$ cat src/rtl/move_input_ctrl.sv
// Button conditioning for the game: synchronize, debounce and arbitrate four raw
// direction buttons into single-cycle, mutually exclusive move pulses.
module move_input_ctrl #(
  parameter int DEBOUNCE_CYCLES = 1000000,
  parameter int CNT_W           = 20,
  parameter int MOVES_W         = 16
) (
  input  logic               clk,
  input  logic               rst,
  input  logic               btn_r,
  input  logic               btn_l,
  input  logic               btn_u,
  input  logic               btn_d,
  input  logic               lose,
  output logic               r,
  output logic               l,
  output logic               u,
  output logic               d,
  output logic               busy,
  output logic [MOVES_W-1:0] moves
);

  typedef enum logic [1:0] {
    IDLE         = 2'd0,
    FIRE         = 2'd1,
    WAIT_RELEASE = 2'd2
  } state_t;

  localparam logic [CNT_W-1:0]   CNT_MAX   = CNT_W'(DEBOUNCE_CYCLES - 1);
  localparam logic [MOVES_W-1:0] MOVES_SAT = {MOVES_W{1'b1}};

  // Bit 3 = right, 2 = left, 1 = up, 0 = down throughout.
  logic [3:0]       raw_s;
  logic [3:0]       sync1_r;
  logic [3:0]       sync2_r;
  logic [3:0]       stable_r;
  logic [CNT_W-1:0] cnt_r [4];

  state_t           state_r;
  state_t           state_s;
  logic [3:0]       dir_r;
  logic [3:0]       dir_s;
  logic [MOVES_W-1:0] moves_r;
  logic [MOVES_W-1:0] moves_s;
  logic             busy_r;

  assign raw_s = {btn_r, btn_l, btn_u, btn_d};

  // Two-flop synchronizer plus per-button debounce counters.
  always_ff @(posedge clk) begin
    if (rst) begin
      sync1_r  <= 4'b0000;
      sync2_r  <= 4'b0000;
      stable_r <= 4'b0000;
      for (int i = 0; i < 4; i++) begin
        cnt_r[i] <= '0;
      end
    end else begin
      sync1_r <= raw_s;
      sync2_r <= sync1_r;
      for (int i = 0; i < 4; i++) begin
        if (sync2_r[i] == stable_r[i]) begin
          cnt_r[i] <= '0;
        end else if (cnt_r[i] == CNT_MAX) begin
          stable_r[i] <= sync2_r[i];
          cnt_r[i]    <= '0;
        end else begin
          cnt_r[i] <= cnt_r[i] + CNT_W'(1);
        end
      end
    end
  end

  // Next-state, next-pulse and move-count logic.
  always_comb begin
    state_s = state_r;
    dir_s   = 4'b0000;
    moves_s = moves_r;
    case (state_r)
      IDLE: begin
        if (!lose && (stable_r != 4'b0000)) begin
          state_s = FIRE;
          // Fixed priority r > l > u > d when several are already stable.
          if (stable_r[3]) begin
            dir_s = 4'b1000;
          end else if (stable_r[2]) begin
            dir_s = 4'b0100;
          end else if (stable_r[1]) begin
            dir_s = 4'b0010;
          end else begin
            dir_s = 4'b0001;
          end
        end else begin
          state_s = IDLE;
        end
      end
      FIRE: begin
        state_s = WAIT_RELEASE;
        if (moves_r != MOVES_SAT) begin
          moves_s = moves_r + MOVES_W'(1);
        end else begin
          moves_s = moves_r;
        end
      end
      WAIT_RELEASE: begin
        if (stable_r == 4'b0000) begin
          state_s = IDLE;
        end else begin
          state_s = WAIT_RELEASE;
        end
      end
      default: begin
        state_s = IDLE;
      end
    endcase
  end

  // State, pulse, busy and counter registers.
  always_ff @(posedge clk) begin
    if (rst) begin
      state_r <= IDLE;
      dir_r   <= 4'b0000;
      moves_r <= '0;
      busy_r  <= 1'b0;
    end else begin
      state_r <= state_s;
      dir_r   <= dir_s;
      moves_r <= moves_s;
      busy_r  <= (state_s != IDLE);
    end
  end

  assign r     = dir_r[3];
  assign l     = dir_r[2];
  assign u     = dir_r[1];
  assign d     = dir_r[0];
  assign busy  = busy_r;
  assign moves = moves_r;

endmodule

$ cat config.mk
export PLATFORM = sky130hd
export DESIGN_NAME = move_input_ctrl
export DESIGN_NICKNAME = d
export VERILOG_FILES = /design/src/rtl/move_input_ctrl.sv
export SDC_FILE = /design/constraint.sdc
export NUM_CORES = 1
export LEC_CHECK = 0
export ABC_AREA = 0
export CAP_MARGIN = 10
export CELL_PAD_IN_SITES_DETAIL_PLACEMENT = 1
export CELL_PAD_IN_SITES_GLOBAL_PLACEMENT = 1
export CORE_UTILIZATION = 39
export CTS_CLUSTER_DIAMETER = 120
export CTS_CLUSTER_SIZE = 24
export DETAILED_ROUTE_END_ITERATION = 8
export PLACE_DENSITY_LB_ADDON = 0.1
export REMOVE_ABC_BUFFERS = 1
export SYNTH_ARGS = -nofsm -noshare
export SYNTH_HDL_FRONTEND = slang
export SYNTH_SLANG_ARGS = --single-unit
$ cat constraint.sdc
create_clock -name clk -period 2.53 [get_ports clk]
set_input_delay 0.253 -clock clk [delete_from_list [all_inputs] [get_ports clk]]
set_output_delay 0.253 -clock clk [all_outputs]
set_load 0.1 [all_outputs]
* Word level (Yosys, flattened, before mapping)
Memory sizes are Yosys's and may differ from the RTL's.
Index checks and enable logic that the tools add are counted.
Widths: inputs -> output; s select.
** Cells by class
- Mux-type cells :: 64
- Bitwise logic cells :: 18
- Add/subtract/negate cells :: 5
- Reduce and logical (&&, ||, !) cells :: 14
- Divide/modulo/power cells :: 0
- $mul :: 0
- Shifts and indexed selects :: 0
- Eq/ne operators :: 11
- $lt $le $gt $ge :: 0
** Operators with widths (count)
- $mux 20 :: 12
- $add 20x1->20 const B :: 4
- $eq 20x20->1 const B :: 4
- $mux 1 :: 47
- $add 16x1->16 const B :: 1
- $ne 16x16->1 const B :: 1
- $or 1x1->1 :: 12
- $reduce_and 2->1 :: 5
- $not 1->1 :: 6
- $pmux 2 s3 :: 1
- $reduce_or 5->1 :: 1
- $eq 1x1->1 :: 4
- $logic_not 4->1 :: 1
- $mux 2 :: 2
- $mux 4 :: 1
- $reduce_bool 4->1 :: 1
- $reduce_or 4->1 :: 1
- $mux 3 :: 1
- $reduce_or 3->1 :: 1
- $eq 2x1->1 const B :: 1
- $eq 2x2->1 const B :: 1
- $logic_not 2->1 :: 1
- $reduce_bool 2->1 :: 1
- $logic_and 1x1->1 :: 1
- $logic_not 1->1 :: 1
** Storage, ports and cells
- Bits in latches :: 0
- Bits in registers :: 35
- Bits in read-only memories :: 0
- Memories kept :: 1
- Input port bits :: 7
- Bits in writable memories :: 80
** Memories
- cnt_r :: depth 4, bits a word 20, read ports 4, clocked after memory_dff 0, wr ports 4, line 37 : logic [CNT_W-1:0] cnt_r [4];

* Longest topological paths before layout
An unclocked memory read counts as a cell.
- Word-level depth :: 8
- Mapped depth :: 7
- Mapped depth without buffers :: 5

* Worst setup path before layout
Ideal clock, no wire load.
- Path type :: flip-flop to flip-flop
- Start :: register moves_r[0], in the netlist moves[0]
- End :: register moves_r[1], in the netlist moves[1]
- Arrival time :: 2.615 ns
- Library setup time :: 0.128 ns
- Data required time :: 2.402 ns
- Path slack :: -0.213 ns
- Stages on the path, launching flop included :: 8
- Cells stage by stage :: dfxtp_1 > ha_1 > nand4_1 > o41ai_1 > buf_2 > buf_4 > mux2i_1 > nor2_1
** Between the ends
- Cells in the longest elaborated chain, start to end :: 2
** RTL lines
- from (decl) :: line 43 : logic [MOVES_W-1:0] moves_r;
- from (signal assigned) :: line 128 : moves_r <= moves_s;
- parallel branches: the longest is 2 deep, another holds $add 16x1->16
Several ways; the timed one is not identified.
A chain may end at the register's enable or synchronous reset.

==> metrics.txt <==
clock sink total=115; post-synthesis instance area=5810 µm²; fraction of the mapped netlist area in adder cells=0.0108; overall global routing resource usage=0.187; ranking of synthesized cells by area=edfxtp_1 41%, dfxtp_1 12%, xor2_1 5.0%, nor2_1 4.4%, nand4_1 3.3%; Slowest Stage Delay on Critical Path=0.54 ns; instance count along the most critical hold path=2; number of iterations in the first detailed-routing pass=4; critical path's slowest cell=or4_1; share of the synthesized area in the top cell type=0.413; # Max-Cap Violations=0; Vias=between 4000 and 5000; clock insertion delay at the later pin of the skew report=0.42 ns; arrival time of data at the critical path endpoint=2.43 ns; count of final hold-check violations=0; Top Ports=28; Die Footprint=around 15000 µm²; CTS max path bufs=2; clock-pin slew on the worst setup and hold paths=~0.06 ns; Synth cell types=48; total power=0.00466 W; number of input and output port buffers inserted=27; design internal power=0.00369 W; Placed Area=6560 µm²; switching power=roughly 0.00098 W; FP Rows=44; maximum fanout along the worst path=20; pre-CTS WS=0.263 ns; upper clock frequency limit=~0.44 GHz; simple-gate share of the synthesized area=0.257; proportion of synthesized chip area in sequential cells=0.534; WHS Endpoint=sync1_r[1]; nature of the critical path endpoint=register; Fillers=1655; startpoint class of the critical path=register; RSZ-0062 raised after global routing=false; remaining design rule violation count=0; GR Layer Usage met1=0.223; core outline area=14500 µm²; most frequent cells in the layout=80 x edfxtp_1, 80 x conb_1, 68 x nor2_1; Clk network pwr share=0.509; Min Clock Period, post-route=around 2.3 ns; setup slack of the most critical reg-to-reg path=~0.25 ns; vias in the first global route=approximately 4700; width of the die=124 µm; post-DR vias/cell=5.19; fraction of the mapped netlist area in compound gates=0.0878; Power Density=653 nW/µm²; cells resized by post-CTS repair=0; Slew @ Worst Pin=approximately 0.67 ns; antenna violations before repair=1; path type of the worst setup path=register to register; Worst IR Drop VDD=430 µV; Hold Path Origin=btn_u; part of the power in combinational logic=0.031; Syn-to-layout area delta=22.9%; half-perimeter wire length of the detailed placement result=9.17 mm; layer carrying the most global-route usage=met2; portion of netlist area occupied by mux cells=0.00172; final setup violation count=0; clock tree from TritonCTS=built; Congestion Overflow GR=0; maximum number of pins on one net before global-route repair=23; H-Tree Depth=4; share of post-route cells with drive strength above 1=0.0963; r2r worst-path depth=5; CP cell instances=or4_1 > or4_4 > o211ai_2 > buf_4 > nor2_1; Syn. warnings=0; clock buffer count from CTS=17; synthesized instance count=566; largest family of logic cells by synthesized area=simple AND/OR/NAND/NOR gates; final period utilization=0.902; required time at the worst-slack endpoint=2.68 ns; biggest area consumer among synthesized cells=edfxtp_1; result of the run=complete, no violations; number of buffers inserted by hold repair at cts=0; Die H=124 µm; static leakage=roughly 2.5 nW; worst setup skew after layout=slightly above 0.01 ns; number of routed nets with antenna violations=0; global placement routability congestion=between 0.7 and 0.8; fin. max-slew vios=0; worst hold-check path type=primary input to register; synthesis-stage register bit count=115; number of non-filler instances in the completed layout=881; tightest slew margin relative to the limit=0.551; layout net count=695; global-route wire length before repair=between 20 and 25 mm; Starting Density=0.400; power share of the sequential group=0.459; met2 track demand over resource in global routing=0.320; xor and xnor fraction of the mapped netlist area=0.0828; Synth Area per Inst=10.3 µm²; post-CTS setup buffers=0; Final Routed Wirelength=between 10 and 15 mm; startpoint of the lowest-slack register-to-register path=cnt_r[0][15]; share of total power consumed by net switching=0.209; Iteration-0 DRC Markers=169; met3 usage in global routing=0.0517; final routed wire length divided by cell count=15.0 µm; master cell of the clock root buffer=clkbuf_16; setup slack after layout=roughly 0.25 ns; # placed instances=848; Layout Cell Area excl Fill=7150 µm²; worst reg2reg path endpoint=cnt_r[0][12]
-- cell type report --
type	instances	area [µm²]	area share
Sequential cell	115	3100	0.434
Multi-Input combinational cell	494	2870	0.401
Clock buffer	28	547	0.0765
Timing Repair Buffer	36	285	0.0399
Tap cell	184	230	0.0322
Inverter	19	71.3	0.00998
Clock inverter	4	42.5	0.00595
Antenna cell	1	2.50	0.000350
-- state kept, by name (all words and copies together), names as in the netlist --
register / flops
busy: 1
cnt_r: 80
dir_r: 4
moves: 16
stable_r: 4
state_r: 2
sync1_r: 4
sync2_r: 4
-- layer usage --
layer / share of wire / up-vias
met5: 0 / -
met4: 0.011 / 0
met3: 0.033 / 10
met2: 0.49 / 50
met1: 0.47 / 2226
li1: - / 2285
-- power groups by stage --
stage,registers [W],clock network (W),logic (W)
2_1_floorplan,0.00216,0,0.000100
4_1_cts,0.00214,0.00242,0.000144
3_3_place_gp,0.00218,0,0.000138
3_5_place_dp,0.00218,0,0.000141
5_1_grt,0.00215,0.00250,0.000168
6_report,0.00214,0.00238,0.000146
-- per-stage QoR --
stage	hold slack, ns	util	TNS [ns]
after floorplan	0.322	-	-13.31
after global placement	0.423	0.451	0
after detailed placement	0.429	0.451	0
after CTS	0.386	0.492	0
after global routing	0.417	0.492	0
final	0.405	0.492	0
-- cell families after synthesis --
kind of cell	Yosys count
AO/OA/AOI/OAI	84
XOR/XNOR	55
adder cells (fa/ha/maj)	5
buffers and inverters	36
flip-flops	115
multiplexers	1
other	1
AND/OR/NAND/NOR	269
-- how the worst max path moves through the flow --
stage | endpoint | depth (start not counted) | from
finish | cnt_r[0][12] | 5 | cnt_r[0][15]
CTS | cnt_r[0][12] | 5 | cnt_r[0][15]
floorplan | moves[11] | 5 | moves[0]
detailed placement | cnt_r[0][3] | 5 | cnt_r[0][15]
global route | cnt_r[0][12] | 5 | cnt_r[0][15]
global placement | cnt_r[0][11] | 5 | cnt_r[0][15]
-- synthesized netlist by cell type, drive strengths merged --
| library cell | n |
|---|---|
| o21ai | 20 |
| o41ai | 6 |
| nand4 | 32 |
| nand2b | 3 |
| a31o | 1 |
| a22o | 1 |
| clkbuf | 11 |
| and4 | 9 |
| nor3 | 8 |
| nor4 | 11 |
| nand3 | 35 |
| xor2 | 33 |
| mux2i | 1 |
| ha | 5 |
| nor3b | 2 |
| buf | 6 |
| and2 | 6 |
| inv | 19 |
| o31ai | 11 |
| o211ai | 2 |
| or4 | 15 |
| a21o | 1 |
| o311ai | 2 |
| or3 | 21 |
| nand2 | 25 |
| nor4b | 7 |
| or4b | 2 |
| or3b | 1 |
| nor2 | 68 |
| and3 | 10 |
| edfxtp | 80 |
| a21oi | 35 |
| xnor2 | 22 |
| o21a | 4 |
| o21bai | 1 |
| nand4b | 1 |
| conb | 1 |
| nor2b | 10 |
| dfxtp | 35 |
| or2 | 2 |
| nand3b | 1 |
-- worst max-delay path, delay by kind of cell (launching register included) --
| kind | cells | cell delay, ns |
|---|---|---|
| and+or+nand+nor | 3 | 1.17 |
| AOI/OAI and AO/OA | 1 | 0.14 |
| buffers and inverters | 1 | 0.26 |
| DFF | 1 | 0.44 |
Power figures use the tool's default switching activity.
